**src/rtl/rgb_fade_engine.sv**
```systemverilog
// Duty conditioning between the slot register bank and the PWM core.
// Ramps channel duties toward their targets (fade) or sweeps a shared brightness envelope (breathe).
module rgb_fade_engine #(
  parameter int WIDTH = 8,
  parameter int STEP  = 1
) (
  input  logic             clk,
  input  logic             rst,
  input  logic             en,
  input  logic             tick,
  input  logic             mode,
  input  logic [WIDTH-1:0] tgt_r,
  input  logic [WIDTH-1:0] tgt_g,
  input  logic [WIDTH-1:0] tgt_b,
  output logic [WIDTH-1:0] duty_r,
  output logic [WIDTH-1:0] duty_g,
  output logic [WIDTH-1:0] duty_b,
  output logic             settled,
  output logic             breathe_dir
);

  typedef enum logic [1:0] {
    FADE    = 2'd0,
    BR_UP   = 2'd1,
    BR_DOWN = 2'd2
  } state_t;

  localparam logic [WIDTH:0]   FULL   = {1'b1, {WIDTH{1'b0}}};
  localparam logic [WIDTH:0]   STEP_L = (WIDTH+1)'(STEP);
  localparam logic [WIDTH+1:0] STEP_F = (WIDTH+2)'(STEP);

  state_t           state_q, state_d;
  logic [WIDTH:0]   lvl_q, lvl_d;
  logic [WIDTH-1:0] duty_r_q, duty_r_d;
  logic [WIDTH-1:0] duty_g_q, duty_g_d;
  logic [WIDTH-1:0] duty_b_q, duty_b_d;
  logic             settled_q, settled_d;
  logic             breathe_dir_q, breathe_dir_d;
  logic             qt;
  logic             lvl_step;

  // Two guard bits keep cur+STEP and the tgt+STEP compare free of wrap.
  function automatic logic [WIDTH-1:0] fade_step(input logic [WIDTH-1:0] cur,
                                                 input logic [WIDTH-1:0] tgt);
    logic [WIDTH+1:0] c, t, s;
    c = {2'b00, cur};
    t = {2'b00, tgt};
    s = c;
    if (c < t)      s = (c + STEP_F > t) ? t : c + STEP_F;
    else if (c > t) s = (c < t + STEP_F) ? t : c - STEP_F;
    return s[WIDTH-1:0];
  endfunction

  function automatic logic [WIDTH-1:0] scale(input logic [WIDTH-1:0] t,
                                             input logic [WIDTH:0]   l);
    logic [2*WIDTH:0] p;
    p = {{(WIDTH+1){1'b0}}, t} * {{WIDTH{1'b0}}, l};
    return p[2*WIDTH-1:WIDTH];
  endfunction

  assign qt = tick & en;

  always_comb begin
    state_d  = state_q;
    lvl_d    = lvl_q;
    duty_r_d = duty_r_q;
    duty_g_d = duty_g_q;
    duty_b_d = duty_b_q;
    lvl_step = 1'b0;
    if (qt) begin
      case (state_q)
        FADE: begin
          if (mode) begin
            // Envelope starts at full scale so the first breathe duty equals the target.
            state_d  = BR_DOWN;
            lvl_d    = FULL;
            duty_r_d = tgt_r;
            duty_g_d = tgt_g;
            duty_b_d = tgt_b;
          end else begin
            duty_r_d = fade_step(duty_r_q, tgt_r);
            duty_g_d = fade_step(duty_g_q, tgt_g);
            duty_b_d = fade_step(duty_b_q, tgt_b);
          end
        end
        BR_DOWN: begin
          if (!mode) begin
            state_d = FADE;
          end else begin
            lvl_step = 1'b1;
            lvl_d    = (lvl_q > STEP_L) ? lvl_q - STEP_L : '0;
            if (lvl_d == '0) state_d = BR_UP;
          end
        end
        BR_UP: begin
          if (!mode) begin
            state_d = FADE;
          end else begin
            lvl_step = 1'b1;
            lvl_d    = (FULL - lvl_q > STEP_L) ? lvl_q + STEP_L : FULL;
            if (lvl_d == FULL) state_d = BR_DOWN;
          end
        end
        default: state_d = FADE;
      endcase
    end
    if (lvl_step) begin
      duty_r_d = scale(tgt_r, lvl_d);
      duty_g_d = scale(tgt_g, lvl_d);
      duty_b_d = scale(tgt_b, lvl_d);
    end
    settled_d     = (state_d == FADE) && (duty_r_d == tgt_r) &&
                    (duty_g_d == tgt_g) && (duty_b_d == tgt_b);
    breathe_dir_d = (state_d == BR_UP);
  end

  always_ff @(posedge clk) begin
    if (rst) begin
      state_q       <= FADE;
      lvl_q         <= '0;
      duty_r_q      <= '0;
      duty_g_q      <= '0;
      duty_b_q      <= '0;
      settled_q     <= 1'b0;
      breathe_dir_q <= 1'b0;
    end else begin
      state_q       <= state_d;
      lvl_q         <= lvl_d;
      duty_r_q      <= duty_r_d;
      duty_g_q      <= duty_g_d;
      duty_b_q      <= duty_b_d;
      settled_q     <= settled_d;
      breathe_dir_q <= breathe_dir_d;
    end
  end

  assign duty_r      = duty_r_q;
  assign duty_g      = duty_g_q;
  assign duty_b      = duty_b_q;
  assign settled     = settled_q;
  assign breathe_dir = breathe_dir_q;

endmodule

```
**config.mk**
```make
export PLATFORM = sky130hd
export DESIGN_NAME = rgb_fade_engine
export DESIGN_NICKNAME = d
export VERILOG_FILES = /design/src/rtl/rgb_fade_engine.sv
export SDC_FILE = /design/constraint.sdc
export NUM_CORES = 1
export LEC_CHECK = 0
export BUFFER_PORTS_ARGS = -buffer_cell sky130_fd_sc_hd__clkbuf_2
export CAP_MARGIN = 20
export CORE_MARGIN = 3
export CORE_UTILIZATION = 35
export CTS_CLUSTER_DIAMETER = 150
export DETAILED_ROUTE_END_ITERATION = 8
export PLACE_DENSITY = 0.59
export SETUP_SLACK_MARGIN = 0.4
export SLEW_MARGIN = 30
export SYNTH_ARGS = -nofsm -noshare
export SYNTH_HDL_FRONTEND = slang
export SYNTH_SLANG_ARGS = --single-unit
```
**constraint.sdc**
```tcl
create_clock -name clk -period 10.8 [get_ports clk]
set_input_delay 1.08 -clock clk [delete_from_list [all_inputs] [get_ports clk]]
set_output_delay 1.08 -clock clk [all_outputs]
set_load 0.01 [all_outputs]
```
=== After elaboration in Yosys (flattened, before gate mapping) ===
Cells that the tools add are included.

* Output and inout port bits: 26
* Register bits after elaboration: 37
* Input bits: 29
* Logic and storage cells: 92

* Multiplexer cells: 41
* Bitwise logic cells: 1
* Equality and inequality tests: 7
* Magnitude comparators: 14
* $mul: 3
* Reduce and logical (&&, ||, !) cells: 7
* Add/subtract/negate cells: 12

{| class="wikitable"
|+ Operators by type and width
! operator !! count
|-
| two-way mux 8 bit || 24
|-
| adder 8 x 1 -> 9 bit, second input constant || 6
|-
| two-way mux 9 bit || 6
|-
| multiplier 8 x 9 -> 16 bit || 3
|-
| greater-than comparator 9 x 8 -> 1 bit || 3
|-
| less-than comparator 8 x 9 -> 1 bit || 3
|-
| one-hot mux 9 bit (3 select lines) || 1
|-
| == test 8 bit || 3
|-
| greater-than comparator 8 bit || 3
|-
| less-than comparator 8 bit || 3
|-
| subtractor 8 x 1 -> 8 bit, second input constant || 3
|-
| greater-than comparator 9 x 1 -> 1 bit, second input constant || 2
|-
| two-way mux 2 bit || 6
|-
| adder 9 x 1 -> 9 bit, second input constant || 1
|-
| == test 9 bit, second input constant || 1
|-
| zero test 9 bit || 1
|-
| subtractor 9 x 1 -> 9 bit, second input constant || 1
|-
| subtractor 9 bit, first input constant || 1
|-
| one-hot mux 2 bit (3 select lines) || 1
|-
| == test 2 x 1 -> 1 bit, second input constant || 2
|-
| zero test 2 bit || 2
|-
| logical AND 1 bit || 3
|-
| two-way mux 1 bit || 3
|-
| == test 2 bit, second input constant || 1
|-
| 2 further kinds || 2
|}

=== Longest topological paths before layout ===
Gate-level depths: netlist of run 1.

* Depth in word-level cells: 13
* Mapped depth: 35
* Mapped depth without buffers: 33

=== Worst setup path after synthesis of run 1 ===
No wires, ideal clock.

* Path kind: in2reg
* From: in mode
* To: reg settled_q (netlist: settled)
* Path slack: 3,040 ps
* Buffers on the path: 4
* Required time: 10,735 ps
* Cell stages on the path: 29
* Data arrival time: 7,695 ps
* Setup time: 65 ps
* Cell sequence: clkbuf_1 -> inv_1 -> clkbuf_1 -> or4_2 -> nor3b_1 -> a21oi_1 -> o22a_1 -> nor2_1 -> a21o_1 -> clkbuf_1 -> nand2_1 -> fa_1 -> fa_1 -> fa_1 -> fa_1 -> inv_1 -> ha_1 -> clkbuf_1 -> o21a_1 -> a21oi_1 -> nor2b_1 -> o21a_1 -> o31ai_2 -> mux2_2 -> a2111oi_0 -> o31ai_1 -> nor4_1 -> nand4_1 -> nor2_1

* Word-level cells in the longest chain between the ends: 9
* Elaborated cells between the ends (all ways): 35
* Classes of those cells: mul: 3; eq/ne: 3; mux: 25; reduce/logical: 4

{| class="wikitable"
|+ RTL lines
! item !! RTL line !! text
|-
| start, declared || 11 || <nowiki>input logic mode,</nowiki>
|-
| two-way mux 9 bit, on equally long branches || 96, 73, 87 ||
|-
| one-hot mux 9 bit (3 select lines) || 71 || <nowiki>case (state_q)</nowiki>
|-
| two-way mux 9 bit || 70 || <nowiki>if (qt) begin</nowiki>
|-
| multiplier 8 x 9 -> 16 bit || 57 || <nowiki>p = {{(WIDTH+1){1'b0}}, t} * {{WIDTH{1'b0}}, l};</nowiki>
|-
| two-way mux 8 bit || 107 || <nowiki>if (lvl_step) begin</nowiki>
|-
| == test 8 bit || 112 || <nowiki>settled_d = (state_d == FADE) && (duty_r_d == tgt_r) &&</nowiki>
|-
| logical AND 1 bit (2 in series) || 112 ||
|-
| logical AND 1 bit * || 113 || <nowiki>(duty_g_d == tgt_g) && (duty_b_d == tgt_b);</nowiki>
|-
| end signal, assigned || 132 || <nowiki>settled_q <= settled_d;</nowiki>
|-
| end, declared || 37 || <nowiki>logic settled_q, settled_d;</nowiki>
|}

Mark *: on every way between the ends. The rest lies on a longest branch, timed or not.
A chain may end at the register's enable or synchronous reset.

=== Final worst setup path of run 1 ===
* From: reg lvl_q[0]
* To: reg settled_q (netlist: settled)

* Word-level cells in the longest chain between the ends: 12
* Elaborated cells between the ends (all ways): 33
* Classes of those cells: add/sub: 3; mul: 3; order compare: 2; eq/ne: 4; mux: 16; reduce/logical: 5

{| class="wikitable"
|+ RTL lines
! item !! RTL line !! text
|-
| start, declared || 33 || <nowiki>logic [WIDTH:0] lvl_q, lvl_d;</nowiki>
|-
| start signal, assigned || 128 || <nowiki>lvl_q <= lvl_d;</nowiki>
|-
| subtractor 9 bit || 100 || <nowiki>lvl_d = (FULL - lvl_q > STEP_L) ? lvl_q + STEP_L : FULL;</nowiki>
|-
| greater-than comparator 9 x 1 -> 1 bit || 100 ||
|-
| two-way mux 9 bit || 100 ||
|-
| two-way mux 9 bit / == test 9 bit (equally long branches) || 96, 101 ||
|-
| one-hot mux 9 bit (3 select lines) / two-way mux 2 bit (equally long branches) || 71, 101 ||
|-
| two-way mux 9 bit / two-way mux 2 bit (equally long branches) || 70, 96 ||
|-
| multiplier 8 x 9 -> 16 bit / one-hot mux 2 bit (3 select lines) (equally long branches) || 57, 71 ||
|-
| two-way mux 8 bit / two-way mux 2 bit (equally long branches) || 107, 70 ||
|-
| == test 8 bit / zero test 2 bit (equally long branches) || 112 ||
|-
| logical AND 1 bit (2 in series) || 112 ||
|-
| logical AND 1 bit * || 113 ||
|}

Marked as above.

==> results by stage, run 1 <==
Timing:
- The measured slew at the worst slew-check pin is 1.02 ns.
- Headroom to the max-slew limit came out at roughly a third.
- The max-slew violation total from the final report is 0.
- Setup total negative slack on the finished layout was measured at 0 ns.
- In the finished design, the share of the clock period the worst path needs comes to between 80 and 90%.
- The maximum operating frequency is 0.110 GHz.
- The minimum setup slack in the final design is 1.70 ns.
- The clock skew after layout is 0.0103 ns.
- Setup repair after global routing left no endpoint under its margin.
- The final count of negative-setup-slack endpoints is 0.
- The routed design could run at a clock period as short as 9.10 ns.
- The final hold violation count is 0.

Logic synthesis:
- The number of nets produced by synthesis is ~2300.
- In this run the biggest area consumer among cell types represents 16.3% of the synthesized area.
- The synthesized area per cell is approximately 7.4 µm².
- For this run, asynchronously set or reset flops after synthesis account for 0%.
- The share of the yosys chip area belonging to registers is 5.01%.
- The commonest cells after synthesis are sky130_fd_sc_hd__inv_1 (216), sky130_fd_sc_hd__nand2_1 (187), sky130_fd_sc_hd__ha_1 (186).
- The most common cell in the synthesized netlist is sky130_fd_sc_hd__inv_1.
- For this run, the number of Yosys warnings is 0.
- In the post-synthesis netlist, the biggest area contributors are sky130_fd_sc_hd__fa_1 (16%), sky130_fd_sc_hd__ha_1 (16%), sky130_fd_sc_hd__inv_1 (5.5%).
- The number of enable flip-flop cells after synthesis is 0.
- The most frequently used flop master after synthesis is sky130_fd_sc_hd__dfxtp_1.
- The netlist area before placement is 14800 µm².
- In this run, synthesis produced a sequential element count of 37.
- In the synthesized netlist, the number of instances is 1986.
- Yosys mapped the design onto between 100 and 150 distinct sky130hd cell types.
- The biggest area contributor in the post-synthesis netlist is sky130_fd_sc_hd__fa_1.

Clocking:
- The clock root buffer master is sky130_fd_sc_hd__clkbuf_16.
- The number of clock buffers added by TritonCTS is 5.
- CTS saw 37 sinks.
- The quantity of hold-fixing buffers added after cts is 0.
- The number of gates resized after CTS was 0.
- The number of setup buffers added after CTS is 0.
- The longest clock path from root to sink contains 2 buffers.
- Clock-pin slew was measured on the worst setup and hold paths at approximately 0.070 ns.
- Clock latency on the worst-skew pair, taken at its later pin, is 0.31 ns.
- The H-tree generated during clock tree synthesis spans 2 levels.
- The CTS tree is yes.

Power:
- In this run switching power makes up 48.9% of total power.
- The power per standard cell area is 59.2 nW/µm².
- The sequential cell fraction of total power is between 10% and 20%.
- The clock network burns 22.0% of the power.
- The leakage power of the design is roughly 7.3 nW.
- The logic gate share of total power is 58.8%.
- The internal portion of the total power is 0.000468 W.
- VDD sags by at most 0.0000535 V.
- The net switching power figure is 0.000448 W.

GRT:
- The global routing met3 resource utilization is 4.88%.
- Global routing used between 40% and 50% of the available met2 tracks.
- The number of global-route vias before repair is 15042.
- Global routing consumed, over all layers together, roughly a quarter of the routing resources.
- The total congestion overflow is 0.
- Entering global routing, the biggest net connects 55 pins.
- The met1 usage in global routing is between 30% and 40%.
- The first-pass GRT wire length is 86.6 mm.
- The initial antenna violation count is 4.
- The layer flagged by global routing as most heavily used is met2.

Finish:
- Cells fill between 30% and 40% of the core in the end.
- The register area is 741 µm².
- The count of fill cells added during filler insertion is 4312.
- The post-route netlist has 7.70% of its cells at a drive strength greater than 1.
- From synthesis to final layout, the design area changed by 4.76%.
- The finished cells cover 15500 µm².
- The number of nets in the layout is 2283.
- Summing all multi-input logic gate instances after layout gives 12600 µm².

Setup path:
- The largest single stage delay on the critical path is slightly below 0.7 ns.
- The nature of the critical path endpoint is a flop.
- The largest individual stage delay along the critical path comes from the cell sky130_fd_sc_hd__nor3_1.
- STA classifies the critical path startpoint as a flop.
- In this run the critical register-to-register path is launched from lvl_q[0].
- The data required time of the critical path is 11.04 ns.
- Data on the critical path arrives at its endpoint at 9.34 ns.
- The critical-path maximum fanout is 16.
- The critical path is of the reg -> reg type.
- The critical path startpoint is lvl_q[0].

Routing:
- Summed over all layers, the routed wires come to 56.0 mm.
- The remaining antenna violation count after routing is 0.
- For this block, the initial DRC count from the detailed router was about 1400.
- The mean routed wirelength per cell is around 23 µm.
- In the routed design, unresolved DRC markers number 0.
- After detailed routing, the number of vias per cell comes to 6.09.
- The vias after detailed routing is 15107.
- The detailed-routing iteration count for the pre-antenna-repair pass is 6.

Floorplanning:
- The die is 211 µm wide.
- The die is ~210 µm tall.
- The area of the die is 44700 µm².
- The initial utilization of the core area, before any placement, comes to 35.8%.
- During I/O placement, the number of pins put on the boundary was 55.
- The floorplan has 74 rows.
- The area of the core is 41300 µm².

Min path:
- The startpoint identified for the worst hold timing path is state_q[1].
- The path class of the lowest-slack min-delay path is reg -> reg.

Place:
- The final RePlAce weighted congestion is 0.967.
- Summed over all nets, the half-perimeter wirelength after detailed placement is 42.3 mm.
- The number of port buffers is 54.
- The pre-CTS setup slack is 1.95 ns.
- The cell area after placement is 15300 µm².

Run:
- Across the run, the number of max-cap violations was 0.

Run status:
- The run finished with clean final reports.
-- layer usage --
layer  part of all wire (%)  vias up
met5                  0.036        -
met4                    5.2        4
met3                    8.3      188
met2                     46      713
met1                     41     7288
li1                       -     6914
-- layout by cell type, fill, tap and decap left out, types with 26 or more instances in the layout --
master                     count
sky130_fd_sc_hd__a21oi_1      99
sky130_fd_sc_hd__a31oi_1      26
sky130_fd_sc_hd__and2_1       80
sky130_fd_sc_hd__clkbuf_2     54
sky130_fd_sc_hd__dfxtp_1      37
sky130_fd_sc_hd__fa_1        120
sky130_fd_sc_hd__ha_1        186
sky130_fd_sc_hd__inv_1       216
sky130_fd_sc_hd__nand2_1     187
sky130_fd_sc_hd__nand3_1      61
sky130_fd_sc_hd__nand4_1      41
sky130_fd_sc_hd__nor2_1      165
sky130_fd_sc_hd__nor3_1       65
sky130_fd_sc_hd__o21ai_0      81
sky130_fd_sc_hd__xnor2_1      60
-- state kept, by name, indices dropped and copies added, names as in the netlist --
register / flops
settled: 1
state_q: 2
lvl_q: 9
breathe_dir: 1
duty_g: 8
duty_r: 8
duty_b: 8
-- path summary, 6_finish.rpt --
check          endpoint  slack, ns  cells after the start
min reg2reg  state_q[1]       0.70                      4
max             settled       1.70                     31
min          state_q[1]       0.70                      4
max reg2reg     settled       1.70                     31
-- logic make-up after synthesis --
family | Yosys count | share of synthesized area [%]
AO/OA/AOI/OAI | 452 | 21.6
AND/OR/NAND/NOR | 747 | 25.5
multiplexers | 18 | 1.27
adder cells (fa/ha/maj) | 306 | 32.0
XOR/XNOR | 78 | 4.62
buffers and inverters | 348 | 9.94
flip-flops | 37 | 5.01
-- through the flow --
step,total power (W),hold slack [ns],cells
global route,0.000984,0.789,2481
detailed placement,0.000704,0.687,2473
global placement,0.000696,0.648,2473
CTS,0.000907,0.696,2481
finish,0.000916,0.698,2482
floorplan,0.000545,0.616,1986
-- layout make-up --
type	count	share of cell area, %
multi-input combinational	1601	81.3
inverter	227	5.51
sequential	37	4.79
tap	532	4.30
timing repair buffer	76	2.81
clock buffer	5	0.809
clock inverter	3	0.420
antenna	1	0.0162
-- power by group through the flow --
stage	Combinational (W)	Sequential (W)	Clock (W)
2_1_floorplan	0.000384	0.000161	0
3_3_place_gp	0.000519	0.000177	0
3_5_place_dp	0.000527	0.000177	0
4_1_cts	0.000530	0.000174	0.000203
5_1_grt	0.000597	0.000177	0.000210
6_report	0.000539	0.000175	0.000202
-- worst max-delay path: cells and delay by family, from the launching register on --
kind            cells  cell delay (ns)
flops               1             0.64
fa+ha+maj           6             2.64
compound gates     11             2.76
mux                 1             0.38
buf+inv             5             0.66
simple gates        8             1.90
(Power assumes the default switching activity.)
==> run 2: changes to the inputs <==
==> constraint.sdc (replaced) <==
create_clock -name clk -period 9.4 [get_ports clk]
set_input_delay 0.94 -clock clk [delete_from_list [all_inputs] [get_ports clk]]
set_output_delay 0.94 -clock clk [all_outputs]
set_load 0.01 [all_outputs]
==> run 2 against run 1 <==
Net effect: final area rose by 0.16%; first-iteration DRC count is 13% higher; routed wire length is 2.4% higher; sequential power is 15% higher; die area did not move; clock skew down 0.0031 ns; largest cell class unchanged; largest power group unchanged; highest routed layer unchanged.
==> results by stage, run 2 (synthesis results as in run 1) <==
Timing:
- The final count of negative-setup-slack endpoints is 0 (unchanged).
- The tightest hold margin is 0.687 ns (-0.0111 ns).
- The final hold violation count is 0 (unchanged).
- The sum of negative setup slack is 0 ns (unchanged).
- The final worst-path cycle share is 90.3% (+6.0 points).
- The headroom to the max-slew limit came to 43.4% (+11 points).
- The clock skew after layout is 0.00712 ns (-0.00314 ns).
- The measured slew at the worst slew-check pin came to 0.847 ns (-0.174 ns).
- The shortest clock period the worst path allows after layout was 8.49 ns (-0.619 ns).
- The maximum operating frequency is 0.118 GHz (+7.3%).
- The max-slew violation total from the final report came to 0 (unchanged).
- Setup repair after global routing left no endpoint under its margin.

Floorplanning:
- The horizontal die dimension is 211 µm (unchanged).
- The area of the core came to 41300 µm² (unchanged).
- The starting density of the core is 35.8% (unchanged).
- The standard-cell row count was 74 (unchanged).
- The height of the die was 211 µm (unchanged).
- The area of the die is 44700 µm² (unchanged).
- The top-level I/O count is 55 (unchanged).

Place:
- The post-DP HPWL is 43.5 mm (+2.9%).
- The number of port buffers is 54 (unchanged).
- The final RePlAce weighted congestion is 0.992 (+2.6%).

Finish:
- The commonest non-fill, non-tap cell in the layout is sky130_fd_sc_hd__inv_1.
- Leaving out fill and tap cells, the most frequent cells in the layout are sky130_fd_sc_hd__inv_1 (216), sky130_fd_sc_hd__nand2_1 (187), sky130_fd_sc_hd__ha_1 (186), sky130_fd_sc_hd__nor2_1 (165), sky130_fd_sc_hd__fa_1 (120).
- The number of diodes added for antenna fixing was 0 (-1).
- The number of nets in the layout is 2290 (+0.31%).
- The multi-input combinational cell area is 12600 µm² (+0.16%).
- The number of flip-flops in the largest register was 9 (unchanged).
- Ranked by flip-flop count, first place goes to lvl_q.
- The fraction of final layout cells with drive strength greater than 1 is 8.08% (+0.39 points).
- The register area is 743 µm² (+0.34%).
- The post-synthesis to final-layout area growth is 4.93%.
- The count of fill cells added during filler insertion is 4376 (+1.5%).

GRT:
- The initial antenna violation count is 2 (-2).
- The total congestion overflow is 0 (unchanged).
- The first-pass GRT wire length is 87.8 mm (+1.4%).
- The global router's overall resource usage is 25.1% (+0.32 points).
- The maximum number of pins on one net before global-route repair was 55 (unchanged).
- The number of global-route vias before repair is 14894 (-0.98%).

Power:
- The maximum VDD drop is 0.0000683 V (+28%).
- The power per standard cell area is 65.3 nW/µm² (+10%).
- The leakage power of the design came to 7.26 nW (+0.16%).
- The total power came to 0.00101 W (+10%).

Routing:
- The detailed-routing iteration count for the pre-antenna-repair pass is 5 (-1).
- The routed wire length came to 57.3 mm (+2.4%).
- The vias after detailed routing came to 15405 (+2.0%).
- The remaining antenna violation count after routing is 0 (unchanged).
- The number of DRC violations after detailed routing is 0 (unchanged).
- The vias per cell came to 6.19 (+1.8%).
- The initial DRC count was 1524 (+13%).
- The mean routed wirelength per cell came to 23.0 µm (+2.2%).

Run status:
- The flow ran to the end, and the final reports show no timing, DRC or antenna violations.

Clocking:
- The H-tree depth is 2 (unchanged).
- The number of buffers on the longest clock path was 2 (unchanged).
- The CTS tree is yes.
- The quantity of hold-fixing buffers added after cts was 0 (unchanged).
- The clock latency on the worst-skew pair is 0.30 ns (about the same).
- The register clock-pin slew on the reported worst setup and hold paths is 0.07 ns (about the same).
- The count of clock tree sinks was 37 (unchanged).
- The clock buffer count from CTS is 5 (unchanged).
- The clock root buffer master is sky130_fd_sc_hd__clkbuf_16.
- The buffers inserted during post-CTS setup optimization came to 0 (unchanged).

Setup path:
- The critical-path maximum fanout is 15 (-1).
- The worst setup path is of the reg -> reg kind.
- The longest individual stage delay on the worst path was 0.61 ns (-0.07 ns).
- The origin of the critical flop-to-flop path is lvl_q[3].
- The cell type of the slowest stage on the worst timing path is sky130_fd_sc_hd__o21ai_2.
- The data required time of the critical path was 9.64 ns (-1.40 ns).
- The nature of the critical path endpoint is a flop.
- The critical path launch point type is a flop.
- The cell that appears most often on the critical path is sky130_fd_sc_hd__fa_1.
- The arrival time reported for the critical path endpoint is 8.73 ns (-0.61 ns).
- The critical path startpoint is lvl_q[3].

Min path:
- In this run the worst hold path is classified as reg -> reg.
- The startpoint of the most critical hold path is state_q[1].

Run:
- The number of maximum-capacitance constraint violations came to 0 (unchanged).
==> run 2: final cells by class <==
class | instances | share of cell area [%]
timing repair buffer | 83 | 3.15
inverter | 227 | 5.50
sequential | 37 | 4.79
multi-input combinational | 1601 | 81.3
tap | 532 | 4.29
clock buffer | 7 | 0.920
==> run 2: path summary, 6_finish.rpt <==
kind / end / slack, ns / cells past startpoint
hold reg to reg: state_q[1] / 0.69 / 4
hold / removal: state_q[1] / 0.69 / 4
setup / recovery: settled / 0.91 / 30
setup reg to reg: settled / 0.91 / 30
==> run 2: where the power goes <==
part	internal, W	switching (W)	total (W)
logic	0.000222	0.000403	0.000626
registers	0.000166	0.0000363	0.000202
clock network	0.000105	0.0000796	0.000184
total	0.000493	0.000519	0.00101
==> run 2: worst max-delay path, delay by kind of cell (launching register included) <==
family	cells	cell delay [ns]
buffers and inverters	4	0.31
flip-flops	1	0.49
AND/OR/NAND/NOR	9	1.80
adder cells (fa/ha/maj)	5	2.47
multiplexers	1	0.38
AO/OA/AOI/OAI	11	2.95
==> run 2: through the flow <==
| stage | worst slack (ns) | cells | instance area [µm²] | utilization (%) |
|---|---|---|---|---|
| 2_1_floorplan | 1.72 | 1986 | 14800 | - |
| 5_1_grt | 0.410 | 2487 | 15500 | 37.5 |
| 3_5_place_dp | 0.648 | 2480 | 15300 | 37.1 |
| 6_report | 0.914 | 2487 | 15500 | 37.5 |
| 4_1_cts | 0.602 | 2487 | 15500 | 37.5 |
| 3_3_place_gp | 0.790 | 2480 | 15300 | 37.1 |
==> run 2: metal layers <==
metal  track usage (%)  wire, µm  vias to the layer above
met5                 0        21                        -
met4              10.4      2520                        4
met3              3.79      4660                      167
met2              41.5     26400                      775
met1              32.9     23700                     7524
li1                  -         -                     6935
==> run 2: what timing repair did <==
item                                   CTS  global route
endpoints found under the hold margin    0             0
resized for setup                        0             6
setup endpoints to repair                0             1
==> run 3: changes to the inputs <==
--- a/config.mk
+++ b/config.mk
@@ -5,6 +5,7 @@
 export SDC_FILE = /design/constraint.sdc
 export NUM_CORES = 1
 export LEC_CHECK = 0
+export ABC_AREA = 1
 export BUFFER_PORTS_ARGS = -buffer_cell sky130_fd_sc_hd__clkbuf_2
 export CAP_MARGIN = 20
 export CORE_MARGIN = 3
==> run 3 against run 2 <==
Net effect: die area is 7.7% lower; cell count is 5.3% higher; maximum frequency is 13% higher; power is 53% higher; utilization is 0.47 points higher; critical path depth is 3 higher; register-to-register slack better by 0.98 ns; synthesized cell count is 6.0% higher; first-iteration DRC count is 18% lower; setup slack better by 0.98 ns; final area is 6.8% lower.
==> results by stage, run 3 <==
Run status:
- The flow ran to the end, and the final reports show no timing, DRC or antenna violations.

Finish:
- The fraction of final layout cells with drive strength greater than 1 came to 6.93% (-1.1 points).
- The number of flip-flops in the largest register is 9 (unchanged).
- The register containing the most flip-flops in the final layout is lvl_q.
- The number of nets in the layout is 2440 (+6.6%).
- In the layout the commonest cells are sky130_fd_sc_hd__nand2_1 (443), sky130_fd_sc_hd__inv_1 (327), sky130_fd_sc_hd__nor2_1 (264), sky130_fd_sc_hd__ha_1 (186), sky130_fd_sc_hd__nand3_1 (134).
- The area growth from synthesis to layout is 6.20%.
- The commonest non-fill, non-tap cell in the layout is sky130_fd_sc_hd__nand2_1.

GRT:
- The global router's overall resource usage is 22.8% (-2.4 points).
- The maximum number of pins on one net before global-route repair is 47 (-15%).
- The number of global-route vias before repair is 13516 (-9.3%).
- The total congestion overflow is 0 (unchanged).
- The initial antenna violation count is 1 (-1).
- The first-pass GRT wire length was 74.9 mm (-15%).

Timing:
- The maximum operating frequency is 0.133 GHz (+13%).
- The max-slew violation total from the final report was 0 (unchanged).
- The measured slew at the worst slew-check pin is 0.982 ns (+0.136 ns).
- The final count of negative-setup-slack endpoints is 0 (unchanged).
- The sum of negative setup slack is 0 ns (unchanged).
- The final hold violation count is 0 (unchanged).
- Setup repair after global routing left no endpoint under its margin.
- The tightest hold margin is 0.588 ns (-0.0987 ns).
- The clock skew after layout is 0.00626 ns (-0.000860 ns).
- The shortest clock period the worst path allows after layout is 7.51 ns (-0.976 ns).
- The final worst-path cycle share is 79.9% (-10 points).
- The headroom to the max-slew limit is 34.5% (-8.8 points).

Routing:
- The vias per cell is 5.32 (-14%).
- The mean routed wirelength per cell came to 18.0 µm (-22%).
- The remaining antenna violation count after routing is 0 (unchanged).
- The initial DRC count is 1243 (-18%).
- The vias after detailed routing is 13934 (-9.5%).
- The number of DRC violations after detailed routing was 0 (unchanged).
- The detailed-routing iteration count for the pre-antenna-repair pass is 6 (+1).
- The routed wire length is 47.0 mm (-18%).

Logic synthesis:
- For this run, the leading register cell type out of synthesis is sky130_fd_sc_hd__dfxtp_1.
- The synthesized area per cell is 6.46 µm² (-13%).
- The number of enable flip-flop cells after synthesis is 0 (unchanged).
- By area the synthesized netlist is led by sky130_fd_sc_hd__fa_1 (18%), sky130_fd_sc_hd__ha_1 (17%), sky130_fd_sc_hd__nand2_1 (12%).
- The number of nets produced by synthesis came to 2440 (+5.1%).
- Sorting the synthesized cells by how often they occur yields sky130_fd_sc_hd__nand2_1 (443), sky130_fd_sc_hd__inv_1 (328), sky130_fd_sc_hd__nor2_1 (264).
- The proportion of synthesized flip-flops having asynchronous set or reset is 0% (unchanged).
- The share of the yosys chip area belonging to registers came to 5.44% (+0.43 points).
- The netlist area before placement came to 13600 µm² (-7.9%).
- The post-synthesis cell type count came to 52 (-50%).
- The cell accounting for the most synthesized area is sky130_fd_sc_hd__fa_1.
- The area fraction of the dominant cell type after synthesis was 17.7% (+1.4 points).
- By instance count, the leading cell after synthesis is sky130_fd_sc_hd__nand2_1.
- The synthesis-stage register bit count was 37 (unchanged).
- The total of warnings raised by yosys is 0 (unchanged).
- The cell count after synthesis is 2105 (+6.0%).

Floorplanning:
- The area of the core came to 38000 µm² (-7.9%).
- The area of the die came to 41300 µm² (-7.7%).
- The top-level I/O count was 55 (unchanged).
- The standard-cell row count is 71 (-4.1%).
- The horizontal die dimension was 203 µm (-3.9%).
- The height of the die is 203 µm (-3.9%).
- The starting density of the core is 35.8% (about the same).

Power:
- The clock group share of total power is 11.0% (-7.2 points).
- The leakage power of the design is 7.60 nW (+4.6%).
- The net switching power figure is 0.000881 W (+70%).
- The logic gate share of total power is 76.5% (+15 points).
- The maximum VDD drop is 0.0000557 V (-18%).
- The switching share of power is 56.8% (+5.5 points).
- The internal power consumption came to 0.000670 W (+36%).
- The sequential cell fraction of total power was 12.6% (-7.4 points).
- The power per standard cell area is 107 nW/µm² (+64%).

Clocking:
- The clock latency on the worst-skew pair is 0.29 ns (about the same).
- The count of clock tree sinks is 37 (unchanged).
- Clock tree synthesis selected as its root buffer the cell sky130_fd_sc_hd__clkbuf_16.
- The number of buffers on the longest clock path is 2 (unchanged).
- The register clock-pin slew on the reported worst setup and hold paths is 0.06 ns (about the same).
- The number of gates given a new drive strength after cts came to 0 (unchanged).
- The quantity of hold-fixing buffers added after cts was 0 (unchanged).
- The clock buffer count from CTS is 5 (unchanged).
- The buffers inserted during post-CTS setup optimization was 0 (unchanged).
- The H-tree depth came to 2 (unchanged).
- The CTS tree is yes.

Setup path:
- The worst setup path is of the reg -> reg kind.
- The origin of the critical flop-to-flop path is lvl_q[0].
- The critical path launch point type is a flop.
- The longest individual stage delay on the worst path was 0.62 ns (about the same).
- The arrival time reported for the critical path endpoint is 7.70 ns (-1.03 ns).
- The critical register-to-register path endpoint is settled.
- The slack of the worst reg-to-reg path is 1.89 ns (+0.98 ns).
- The data required time of the critical path is 9.59 ns (-0.05 ns).
- The most prevalent standard cell on the critical path is sky130_fd_sc_hd__fa_1.
- STA classifies the critical path endpoint as a flop.
- The critical-path maximum fanout is 9 (-6).
- The count of cells along the worst register-to-register path is 33 (+10%).
- The largest individual stage delay along the critical path comes from the cell sky130_fd_sc_hd__o21ai_0.

Place:
- The number of port buffers was 54 (unchanged).
- The final RePlAce weighted congestion is 0.950 (-4.2%).
- The post-DP HPWL is 36.7 mm (-16%).

Min path:
- The startpoint of the most critical hold path is state_q[1].
- The count of cells along the worst hold path is 2 (-2).
- The path with the worst hold slack has its endpoint at state_q[1].
- The tightest min-delay check is of the reg -> reg type.

Run:
- The number of maximum-capacitance constraint violations is 0 (unchanged).
run 3: changes by cell type in the layout (fill, tap and decap cells not counted), sizes merged, moves of 50 or more:
cell,change
inv,+122
and2,-78
nand3,+77
nand2,+281
nor2,+111
xnor2,-50
run 3: final cells by class:
cell class,instances,area (µm²)
Multi-Input combinational cell,1641,11200
Inverter,349,1310
Tap cell,511,639
Sequential cell,37,741
Timing Repair Buffer,71,398
Clock inverter,2,10.0
Antenna cell,1,2.50
Fill cell,4163,23600
Clock buffer,6,129
run 3: cells by family (layout without fill, tap and decap cells):
kind of cell / after synthesis / in the layout / share of synthesized area, %
buf+inv: 427 / 428 / 12.2
fa+ha+maj: 306 / 306 / 34.8
flops: 37 / 37 / 5.44
compound gates: 303 / 303 / 12.7
other cells: 0 / 1 / 0
xor+xnor: 64 / 64 / 4.12
simple gates: 968 / 968 / 30.8
run 3: worst max-delay path by stage:
| stage | end | cells after the start | startpoint |
|---|---|---|---|
| 6_report | settled | 33 | lvl_q[0] |
| 5_1_grt | settled | 34 | lvl_q[0] |
| 4_1_cts | settled | 33 | lvl_q[0] |
| 3_5_place_dp | settled | 26 | mode |
| 3_3_place_gp | settled | 26 | mode |
| 2_1_floorplan | settled | 34 | mode |
run 3: power by group through the flow:
stage,sequential [W],clock [W],combinational [W]
2_1_floorplan,0.000186,0,0.000889
3_3_place_gp,0.000197,0,0.00116
3_5_place_dp,0.000198,0,0.00117
4_1_cts,0.000194,0.000173,0.00118
5_1_grt,0.000196,0.000177,0.00137
6_report,0.000195,0.000170,0.00119
run 3: critical path, delay by kind of cell, from the launching register on:
kind / cells / cell delay (ns)
compound gates: 9 / 2.03
fa+ha+maj: 6 / 2.65
buf+inv: 5 / 0.79
flops: 1 / 0.44
simple gates: 13 / 1.49
run 3: routing by layer:
metal	vias up	track usage [%]	share of wire (%)
met4	0	8.38	4.0
met5	-	0	0
li1	6738	-	-
met1	6604	31.9	45
met2	504	35.8	43
met3	88	3.02	7.4
run 3: through the flow:
| stage | total power, W | utilization, % | setup slack (ns) | area [µm²] | cells |
|---|---|---|---|---|---|
| 3_3_place_gp | 0.00136 | 37.6 | 1.80 | 14300 | 2609 |
| 3_5_place_dp | 0.00137 | 37.6 | 1.61 | 14300 | 2609 |
| 4_1_cts | 0.00155 | 38.0 | 1.66 | 14400 | 2617 |
| 2_1_floorplan | 0.00107 | - | 2.93 | 13600 | 2105 |
| 6_report | 0.00155 | 38.0 | 1.89 | 14500 | 2618 |
| 5_1_grt | 0.00174 | 38.0 | 1.50 | 14500 | 2618 |
